## config.mk

```make
export PLATFORM = sky130hd
export DESIGN_NAME = seg_scan_capture
export DESIGN_NICKNAME = d
export VERILOG_FILES = /design/src/rtl/seg_pkg.sv /design/src/rtl/seg7_to_bcd.sv /design/src/rtl/seg_scan_capture.sv
export SDC_FILE = /design/constraint.sdc
export NUM_CORES = 1
export LEC_CHECK = 0
export ABC_CLOCK_PERIOD_IN_PS = 4300
export BUFFER_PORTS_ARGS = -buffer_cell sky130_fd_sc_hd__buf_2
export CAP_MARGIN = 20
export CORE_AREA = 2 2 119 98
export DETAILED_ROUTE_END_ITERATION = 12
export DIE_AREA = 0 0 121 100
export PLACE_DENSITY = 0.7
export SLEW_MARGIN = 20
export SYNTH_ARGS = -nofsm -noshare
export SYNTH_HDL_FRONTEND = slang
export SYNTH_SLANG_ARGS = --single-unit
```

## constraint.sdc

```tcl
create_clock -name clk_100MHz -period 4.3 [get_ports clk_100MHz]
set_clock_uncertainty 0.15 [all_clocks]
set_input_delay 0.43 -clock clk_100MHz [delete_from_list [all_inputs] [get_ports clk_100MHz]]
set_output_delay 0.43 -clock clk_100MHz [all_outputs]
set_load 0.05 [all_outputs]
```

## src/rtl/seg_pkg.sv

```systemverilog
// Seven-segment patterns (active-low, bit order {g,f,e,d,c,b,a}) and scan FSM encodings
// shared by the scan capture block and its decoder.
package seg_pkg;

  localparam logic [6:0] SEG_0     = 7'h40;
  localparam logic [6:0] SEG_1     = 7'h79;
  localparam logic [6:0] SEG_2     = 7'h24;
  localparam logic [6:0] SEG_3     = 7'h30;
  localparam logic [6:0] SEG_4     = 7'h19;
  localparam logic [6:0] SEG_5     = 7'h12;
  localparam logic [6:0] SEG_6     = 7'h02;
  localparam logic [6:0] SEG_7     = 7'h78;
  localparam logic [6:0] SEG_8     = 7'h00;
  localparam logic [6:0] SEG_9     = 7'h10;
  localparam logic [6:0] SEG_BLANK = 7'h7F;

  typedef enum logic [1:0] {
    ST_IDLE    = 2'd0,
    ST_SETTLE  = 2'd1,
    ST_CAPTURE = 2'd2,
    ST_HOLD    = 2'd3
  } scan_state_e;

  function automatic logic [3:0] low_count(input logic [7:0] an);
    logic [3:0] n;
    n = '0;
    for (int i = 0; i < 8; i++) n = n + {3'b000, ~an[i]};
    return n;
  endfunction

  // Only meaningful when exactly one anode is low.
  function automatic logic [2:0] low_index(input logic [7:0] an);
    logic [2:0] idx;
    idx = '0;
    for (int i = 0; i < 8; i++) if (!an[i]) idx = 3'(i);
    return idx;
  endfunction

endpackage

```

## src/rtl/seg7_to_bcd.sv

```systemverilog
// Combinational decode of one active-low seven-segment pattern into a BCD value,
// flagging blanks (not valid) and unrecognised patterns (error).
module seg7_to_bcd
  import seg_pkg::*;
(
  input  logic [6:0] seg_i,
  output logic [3:0] value_o,
  output logic       valid_o,
  output logic       err_o
);

  always_comb begin
    value_o = 4'hF;
    valid_o = 1'b1;
    err_o   = 1'b0;
    case (seg_i)
      SEG_0:     value_o = 4'd0;
      SEG_1:     value_o = 4'd1;
      SEG_2:     value_o = 4'd2;
      SEG_3:     value_o = 4'd3;
      SEG_4:     value_o = 4'd4;
      SEG_5:     value_o = 4'd5;
      SEG_6:     value_o = 4'd6;
      SEG_7:     value_o = 4'd7;
      SEG_8:     value_o = 4'd8;
      SEG_9:     value_o = 4'd9;
      SEG_BLANK: valid_o = 1'b0;
      default: begin
        valid_o = 1'b0;
        err_o   = 1'b1;
      end
    endcase
  end

endmodule

```

## src/rtl/seg_scan_capture.sv

```systemverilog
// Snoops a multiplexed 8-digit seven-segment bus and captures each digit once its
// anode/cathode pattern has been stable for SETTLE_CYCLES samples.
//
// state    | meaning
// ---------+------------------------------------------------------------
// IDLE     | no single anode selected; waiting for a one-hot anode
// SETTLE   | one-hot anode seen; counting identical consecutive samples
// CAPTURE  | pattern settled; write nibble/valid/seg_err, pulse update
// HOLD     | digit captured; wait for any input change before re-arming
module seg_scan_capture
  import seg_pkg::*;
#(
  parameter int unsigned SETTLE_CYCLES = 16
) (
  input  logic        clk_100MHz,
  input  logic        reset,
  input  logic [7:0]  anodes,
  input  logic [6:0]  cathodes,
  output logic [31:0] digits,
  output logic [7:0]  valid,
  output logic [7:0]  seg_err,
  output logic        update,
  output logic [2:0]  upd_idx,
  output logic        overlap
);

  localparam logic [15:0] SETTLE_TC = 16'(SETTLE_CYCLES);

  logic [7:0]  an_q;
  logic [6:0]  cat_q;
  logic [14:0] sample;
  logic [14:0] prev_q;
  scan_state_e state_q;
  logic [15:0] count_q;
  logic [15:0] count_d;
  logic [31:0] digits_q;
  logic [7:0]  valid_q;
  logic [7:0]  err_q;
  logic        update_q;
  logic [2:0]  upd_idx_q;
  logic        overlap_q;

  logic        one_hot;
  logic        multi_low;
  logic        changed;
  logic [2:0]  cap_idx;
  logic [3:0]  dec_value;
  logic        dec_valid;
  logic        dec_err;

  assign sample    = {an_q, cat_q};
  assign one_hot   = (low_count(an_q) == 4'd1);
  assign multi_low = (low_count(an_q) > 4'd1);
  assign changed   = (sample != prev_q);
  assign count_d   = (count_q == 16'hFFFF) ? count_q : count_q + 16'd1;
  assign cap_idx   = low_index(prev_q[14:7]);

  // In CAPTURE, prev_q still holds the settled sample, so decode from it.
  seg7_to_bcd u_dec (
    .seg_i   (prev_q[6:0]),
    .value_o (dec_value),
    .valid_o (dec_valid),
    .err_o   (dec_err)
  );

  always_ff @(posedge clk_100MHz) begin
    if (reset) begin
      an_q      <= '1;
      cat_q     <= '1;
      prev_q    <= '1;
      state_q   <= ST_IDLE;
      count_q   <= '0;
      digits_q  <= '1;
      valid_q   <= '0;
      err_q     <= '0;
      update_q  <= 1'b0;
      upd_idx_q <= '0;
      overlap_q <= 1'b0;
    end else begin
      an_q     <= anodes;
      cat_q    <= cathodes;
      prev_q   <= sample;
      update_q <= 1'b0;
      if (multi_low) overlap_q <= 1'b1;

      case (state_q)
        ST_IDLE: begin
          if (one_hot) begin
            state_q <= ST_SETTLE;
            count_q <= 16'd1;
          end
        end
        ST_SETTLE: begin
          if (!changed) begin
            count_q <= count_d;
            if (count_d == SETTLE_TC) state_q <= ST_CAPTURE;
          end else if (one_hot) begin
            count_q <= 16'd1;
          end else begin
            state_q <= ST_IDLE;
            count_q <= '0;
          end
        end
        ST_CAPTURE: begin
          digits_q[{cap_idx, 2'b00} +: 4] <= dec_value;
          valid_q[cap_idx]                <= dec_valid;
          err_q[cap_idx]                  <= dec_err;
          update_q                        <= 1'b1;
          upd_idx_q                       <= cap_idx;
          // A change landing in this cycle re-arms now instead of slipping past HOLD.
          if (!changed) begin
            state_q <= ST_HOLD;
          end else if (one_hot) begin
            state_q <= ST_SETTLE;
            count_q <= 16'd1;
          end else begin
            state_q <= ST_IDLE;
            count_q <= '0;
          end
        end
        ST_HOLD: begin
          if (changed) begin
            if (one_hot) begin
              state_q <= ST_SETTLE;
              count_q <= 16'd1;
            end else begin
              state_q <= ST_IDLE;
              count_q <= '0;
            end
          end
        end
        default: begin
          state_q <= ST_IDLE;
          count_q <= '0;
        end
      endcase
    end
  end

  assign digits  = digits_q;
  assign valid   = valid_q;
  assign seg_err = err_q;
  assign update  = update_q;
  assign upd_idx = upd_idx_q;
  assign overlap = overlap_q;

endmodule

```

After elaboration in Yosys (flattened, before gate mapping)
Cells that the tools add are included.
{"block": "totals", "ff_bits": 101, "out_inout_bits": 53, "word_cells": 93, "inputBits": 17}
{"block": "classes", "shift": 2, "mux": 30, "magnitude_cmp": 3, "bitwise": 8, "reduce_logical": 8, "n_eq_ne": 22, "addsub": 9}
{"op": "2-to-1 mux 16 bit", "n": 4}
{"op": "one-hot mux 16 bit (3 select lines)", "n": 1}
{"op": "one-hot mux 4 bit (10 select lines)", "n": 1}
{"op": "bitwise mux 32 bit", "n": 1}
{"op": "variable shift 4 x 7 -> 32 bit, first input constant", "n": 1}
{"op": "variable part select 4 x 7 -> 32 bit", "n": 1}
{"op": "equality test 7 bit, second input constant", "n": 4}
{"op": "equality test 7 x 5 -> 1 bit, second input constant", "n": 3}
{"op": "2-to-1 mux 3 bit", "n": 6}
{"op": "adder 16 x 1 -> 16 bit, second input constant", "n": 1}
{"op": "adder 4 x 1 -> 4 bit", "n": 4}
{"op": "bitwise mux 8 bit", "n": 2}
{"op": "equality test 16 bit, second input constant", "n": 1}
{"op": "equality test 16 x 5 -> 1 bit, second input constant", "n": 1}
{"op": "!= test 15 bit", "n": 1}
{"op": "equality test 7 x 6 -> 1 bit, second input constant", "n": 2}
{"op": "2-to-1 mux 2 bit", "n": 6}
{"op": "OR reduction 11 bit", "n": 1}
{"op": "OR reduction 10 bit", "n": 1}
{"op": "inverter 1 bit", "n": 8}
{"op": "one-hot mux 2 bit (4 select lines)", "n": 1}
{"op": "equality test 7 x 2 -> 1 bit, second input constant", "n": 1}
{"op": "zero test 7 bit", "n": 1}
{"op": "2-to-1 mux 1 bit", "n": 7}
{"op": "other kinds (19)", "n": 22}

Logic depth before layout (Yosys ltp)
{"block": "depth", "depth_word": 12, "ltp_mapped": 14, "mapped_depth_nobuf": 13}

Hierarchy
From an unflattened synthesis, not the netlist that was laid out.
{"block": "hier_totals", "cells_unflattened": 525, "area_unflattened_um2": 4745.8}
{"mod": "seg_scan_capture", "area_each_um2": 4551.9, "seq_area_each_um2": 2021.9, "n_inst": 1, "cells_per_inst": 496}
{"mod": "seg7_to_bcd", "area_each_um2": 193.9, "seq_area_each_um2": 0.0, "n_inst": 1, "cells_per_inst": 29}

Least setup slack after synthesis
OpenSTA, ideal clock, no wires.
{"block": "synth_path", "kind": "register -> register", "from": "reg an_q[0]", "to": "reg count_q[11]", "stages_incl_launch_ff": 15, "synth_period_minus_slack_ps": 3786, "setup_time_ps": 71, "path_buffers": 1, "required_ps": 4079, "t_arrival_ps": 3565, "slack_ps": 514, "path_cell_list": "dfxtp_1 inv_1 fa_1 fa_1 fa_1 ha_1 fa_1 nand3b_1 o22ai_1 nand2_1 nand2b_1 o21ai_0 buf_2 o21ai_0 a21oi_1"}
{"block": "synth_via", "elab_chain_len": 11, "word_cells_on_any_way": 15, "classes_between": "add/sub: 7; eq/ne: 4; mux: 2; bitwise: 1; reduce/logical: 1"}
{"item": "start, declared", "line": "seg_scan_capture.sv:29", "text": "logic [7:0] an_q;"}
{"item": "start signal, assigned", "line": "seg_scan_capture.sv:80", "text": "an_q <= anodes;"}
{"item": "inverter 1 bit", "line": "seg_pkg.sv:27", "text": "for (int i = 0; i < 8; i++) n = n + {3'b000, ~an[i]};"}
{"item": "adder 1 x 1 -> 2 bit", "line": "seg_pkg.sv:27"}
{"item": "adder 2 x 1 -> 3 bit", "line": "seg_pkg.sv:27"}
{"item": "adder 3 x 1 -> 4 bit", "line": "seg_pkg.sv:27"}
{"item": "adder 4 x 1 -> 4 bit (4 in series)", "line": "seg_pkg.sv:27"}
{"item": "equality test 4 x 1 -> 1 bit", "line": "seg_scan_capture.sv:52", "text": "assign one_hot = (low_count(an_q) == 4'd1);"}
{"item": "!= test 2 bit (no source line)"}
{"item": "AND reduction 2 bit (no source line)"}
{"item": "end signal, assigned", "line": "seg_scan_capture.sv:95", "text": "count_q <= count_d;"}
{"item": "end, declared", "line": "seg_scan_capture.sv:34", "text": "logic [15:0] count_q;"}
Parallel ways exist; a longest one is shown, timed or not.
A chain may end at the register's enable or synchronous reset.

Worst setup path after layout
{"block": "layout_path", "from": "reg an_q[0]", "to": "reg count_q[7]"}
Same word-level chain as after synthesis.

==> summary.md <==
| Metric | Value |
|---|---|
| CTS Buffer Depth | 2 |
| Min-Delay Path Class | in -> reg |
| Period Utilization, post-route | 94.23% |
| Post-CTS setup buffers | 0 |
| Yosys reg bits | 101 |
| Util after Layout | 49.54% |
| Sequential-to-total area share from yosys stat | 42.13% |
| Area growth from synthesis to layout | 14.36% |
| Post-synth EDFFs | 0 |
| Largest net degree at the start of global routing | 63 |
| WL/cell | 15.05 µm |
| Status | finished, final reports clean |
| GR Overflow Total | 0 |
| Initial Util | 43.32% |
| Critical Path RT | 4.33 ns |
| Via density | 5.466 |
| Worst-Margin Slew | 1.127 ns |
| RSZ-0062 raised after global routing | no |
| # IOs | 70 |
| First-pass GRT wire length | 17.86 mm |
| Core footprint | 11080 µm² |
| Placer Congestion | 0.8609 |
| Nature of the critical path startpoint | flop |
| Die area | 12100 µm² |
| Crit-path slowest cell | fa_1 |
| # DRC | 0 |
| Cell repeated most along the worst path | fa_1 |
| Pwr per Cell Area | 369.9 nW/µm² |
| Area of placed instances | 5192 µm² |
| CP Capture Type | flop |
| Highest clock rate | 0.2468 GHz |
| CP Cell Sequence | inv_1 -> fa_1 -> fa_1 -> fa_1 -> ha_1 -> fa_1 -> nor2b_1 -> nand2_1 -> nand2b_1 -> o21ai_0 -> buf_4 -> o21ai_0 -> a21oi_1 |
| LEAKAGE | 2.083 nW |
| WS Path Type | reg -> reg |
| GR Util All Layers | 18.49% |
| Total CTS buffers | 9 |
| Clk sinks | 101 |
| Die Ht | 100 µm |
| Count of unique library cells instantiated by Yosys | 62 |
| Post-Syn Instances | 530 |
| Post-Layout Inst Area | 5489 µm² |
| VDD IR-drop max | 0.2885 mV |
| Crit path max fanout | 15 |
| I/O Buffers | 69 |
| Final wirelength | 10.97 mm |
| Iteration-0 DRC Markers | 281 |
| Setup tns final | 0 ns |
| Syn_nets | 557 |
| WP buf/inv | 2 |
| Synth warnings | 0 |
| Largest stage delay on the critical path | 0.57 ns |
| Pre-CTS setup slack | 0.2585 ns |
| Post-synthesis instance area | 4800 µm² |
| H-tree depth | 3 |
| Final HPWL from detailed placement | 7.871 mm |
| Clk Latency, worst-skew pair | 0.35 ns |
| Initial antenna violation count | 0 |
| Placement Rows | 35 |
| Vias in the first global route | 3529 |
| Via count | 3985 |
| Die width | 121 µm |
| Top FF cell, synth | dfxtp_1 |
| Antenna cells | 0 |
| Hold Buf Count CTS | 0 |
| Clock transition at path regs | 0.08 ns |
| Max-slew headroom | 23.87% |
| MaxCap Viol Count | 0 |
| CTS tree | done |
| Final hold vios | 0 |
| CP top delay family | adder cells |
| Tmin final | 4.052 ns |
| Fin nets | 603 |
| ANT nets after route | 0 |
| Fraction of registers with async set/reset | 0% |
| DRT Pass-1 Iters | 5 |
| Max-slew violations | 0 |
| Setup slack after layout | 0.2481 ns |
| Root Driver | clkbuf_16 |
| Ratio of cells with drive above 1 in the final layout | 23.41% |
| Worst path arrival time | 4.08 ns |
| Avg Cell Area, Syn | 9.056 µm² |
| Final setup viols | 0 |
## placed cells by master (no fill, tap or decap), types with 3 or more instances in the layout
cell type and n:
and3_1 10, a211o_1 24, ha_1 6, nor2b_1 21
dfxtp_1 101, nor4_4 4, nand2b_1 10, o41ai_1 3
or2_2 31, nor3b_1 3, o21ai_0 23, clkbuf_16 9
a41oi_1 3, fa_1 4, nand3b_1 4, mux2i_1 17
nand2_1 19, or3_1 5, buf_2 69, a31oi_1 6
inv_6 3, nor3_1 10, nor2_1 47, o22ai_1 3
inv_1 14, nand3_1 14, a21oi_1 36, nand4_1 13
xnor2_1 19, a211oi_1 3, nor4_1 3, and4_1 4
## power by group
| group | total (mW) | leakage (nW) | switching [mW] | internal [mW] |
|---|---|---|---|---|
| logic | 0.253 | 1.12 | 0.157 | 0.0964 |
| registers | 0.985 | 0.823 | 0.0294 | 0.955 |
| clock network | 0.793 | 0.141 | 0.384 | 0.408 |
## registers in the layout, summed over array words and instances, names as in the netlist
| name | cells |
|---|---|
| an_q | 8 |
| cat_q | 7 |
| count_q | 16 |
| digits | 32 |
| overlap | 1 |
| prev_q | 15 |
| seg_err | 8 |
| state_q | 2 |
| upd_idx | 3 |
| update | 1 |
| valid | 8 |
## final timing paths
| path | cells after the start | from | slack, ns | endpoint |
|---|---|---|---|---|
| setup / recovery | 13 | an_q[0] | 0.25 | count_q[7] |
| hold / removal | 2 | cathodes[3] | 0.11 | cat_q[3] |
| setup reg to reg | 13 | an_q[0] | 0.25 | count_q[7] |
| hold reg to reg | 1 | digits[4] | 0.31 | digits[4] |
## per-layer routing
| metal | GRT usage [%] | wire length [µm] | vias up |
|---|---|---|---|
| met1 | 26.84 | 5496 | 1885 |
| met4 | 4.114 | 121 | 0 |
| met2 | 27.61 | 4775 | 116 |
| met3 | 4.830 | 578 | 11 |
| li1 | - | - | 1973 |
| met5 | 0 | 0 | - |
## area by class of cell
type / count / area [µm²]
inverters: 15 / 56.30
clock buffers: 9 / 225.2
fillers: 1036 / 5590
repair buffers: 71 / 360.3
clock inverters: 7 / 65.06
multi-input cells: 378 / 2575
well taps: 148 / 185.2
flip-flops and latches: 101 / 2022
## metrics by stage
stage | hold WS [ns] | power, mW | instances
after floorplan | 0.2897 | 1.195 | 530
after global placement | 0.2869 | 1.243 | 713
after detailed placement | 0.2951 | 1.253 | 713
after CTS | 0.09905 | 2.047 | 729
after global routing | 0.1022 | 2.120 | 729
final | 0.1104 | 2.031 | 729
## synthesized netlist by cell type (all sizes together) (2+ instances only)
| cell | instances | share of area, % |
|---|---|---|
| dfxtp | 101 | 42 |
| nand4 | 14 | 2.1 |
| nand4b | 2 | 0.37 |
| or4 | 3 | 0.55 |
| nor4 | 8 | 2.4 |
| o41ai | 3 | 0.55 |
| nand2 | 20 | 1.6 |
| or2 | 32 | 4.2 |
| a211oi | 3 | 0.47 |
| fa | 4 | 1.7 |
| nor3b | 3 | 0.47 |
| o21ai | 25 | 2.6 |
| buf | 14 | 1.4 |
| clkbuf | 22 | 1.7 |
| inv | 15 | 1.2 |
| o22ai | 4 | 0.52 |
| and2 | 3 | 0.39 |
| a41oi | 3 | 0.55 |
| nand3b | 4 | 0.63 |
| and3 | 10 | 1.3 |
| ha | 6 | 1.6 |
| xnor2 | 19 | 3.5 |
| nor4b | 3 | 0.86 |
| nor3 | 11 | 1.3 |
| a31oi | 6 | 0.78 |
| nand2b | 10 | 1.3 |
| nor2b | 21 | 2.7 |
| nand3 | 15 | 1.7 |
| o211ai | 2 | 0.42 |
| a211o | 24 | 4.4 |
| a21oi | 36 | 3.8 |
| nor2 | 47 | 3.7 |
| and4 | 5 | 0.96 |
| mux2i | 17 | 3.5 |
| or3 | 5 | 0.65 |
## worst register-to-register path, delay by kind of cell (launching register included)
family / cells / cell delay [ns]
buffers and inverters: 2 / 0.27
DFF: 1 / 0.36
adders and majority gates: 5 / 2.20
and+or+nand+nor: 3 / 0.50
AOI/OAI and AO/OA: 3 / 0.40
## cell families (layout without fill, tap and decap cells)
group | after synthesis | in the layout | share of synthesized area [%]
AND/OR/NAND/NOR | 217 | 217 | 27.37
AO/OA/AOI/OAI | 115 | 115 | 15.90
flip-flops | 101 | 101 | 42.13
buffers and inverters | 51 | 102 | 4.353
XOR/XNOR | 19 | 19 | 3.467
multiplexers | 17 | 17 | 3.545
adder cells (fa/ha/maj) | 10 | 10 | 3.233
## timing repair
| item | CTS | global route |
|---|---|---|
| endpoints found under the setup margin | 0 | 3 |
| resized for setup | 0 | 1 |
| hold endpoints to repair | 0 | 0 |
(Power assumes the default switching activity.)
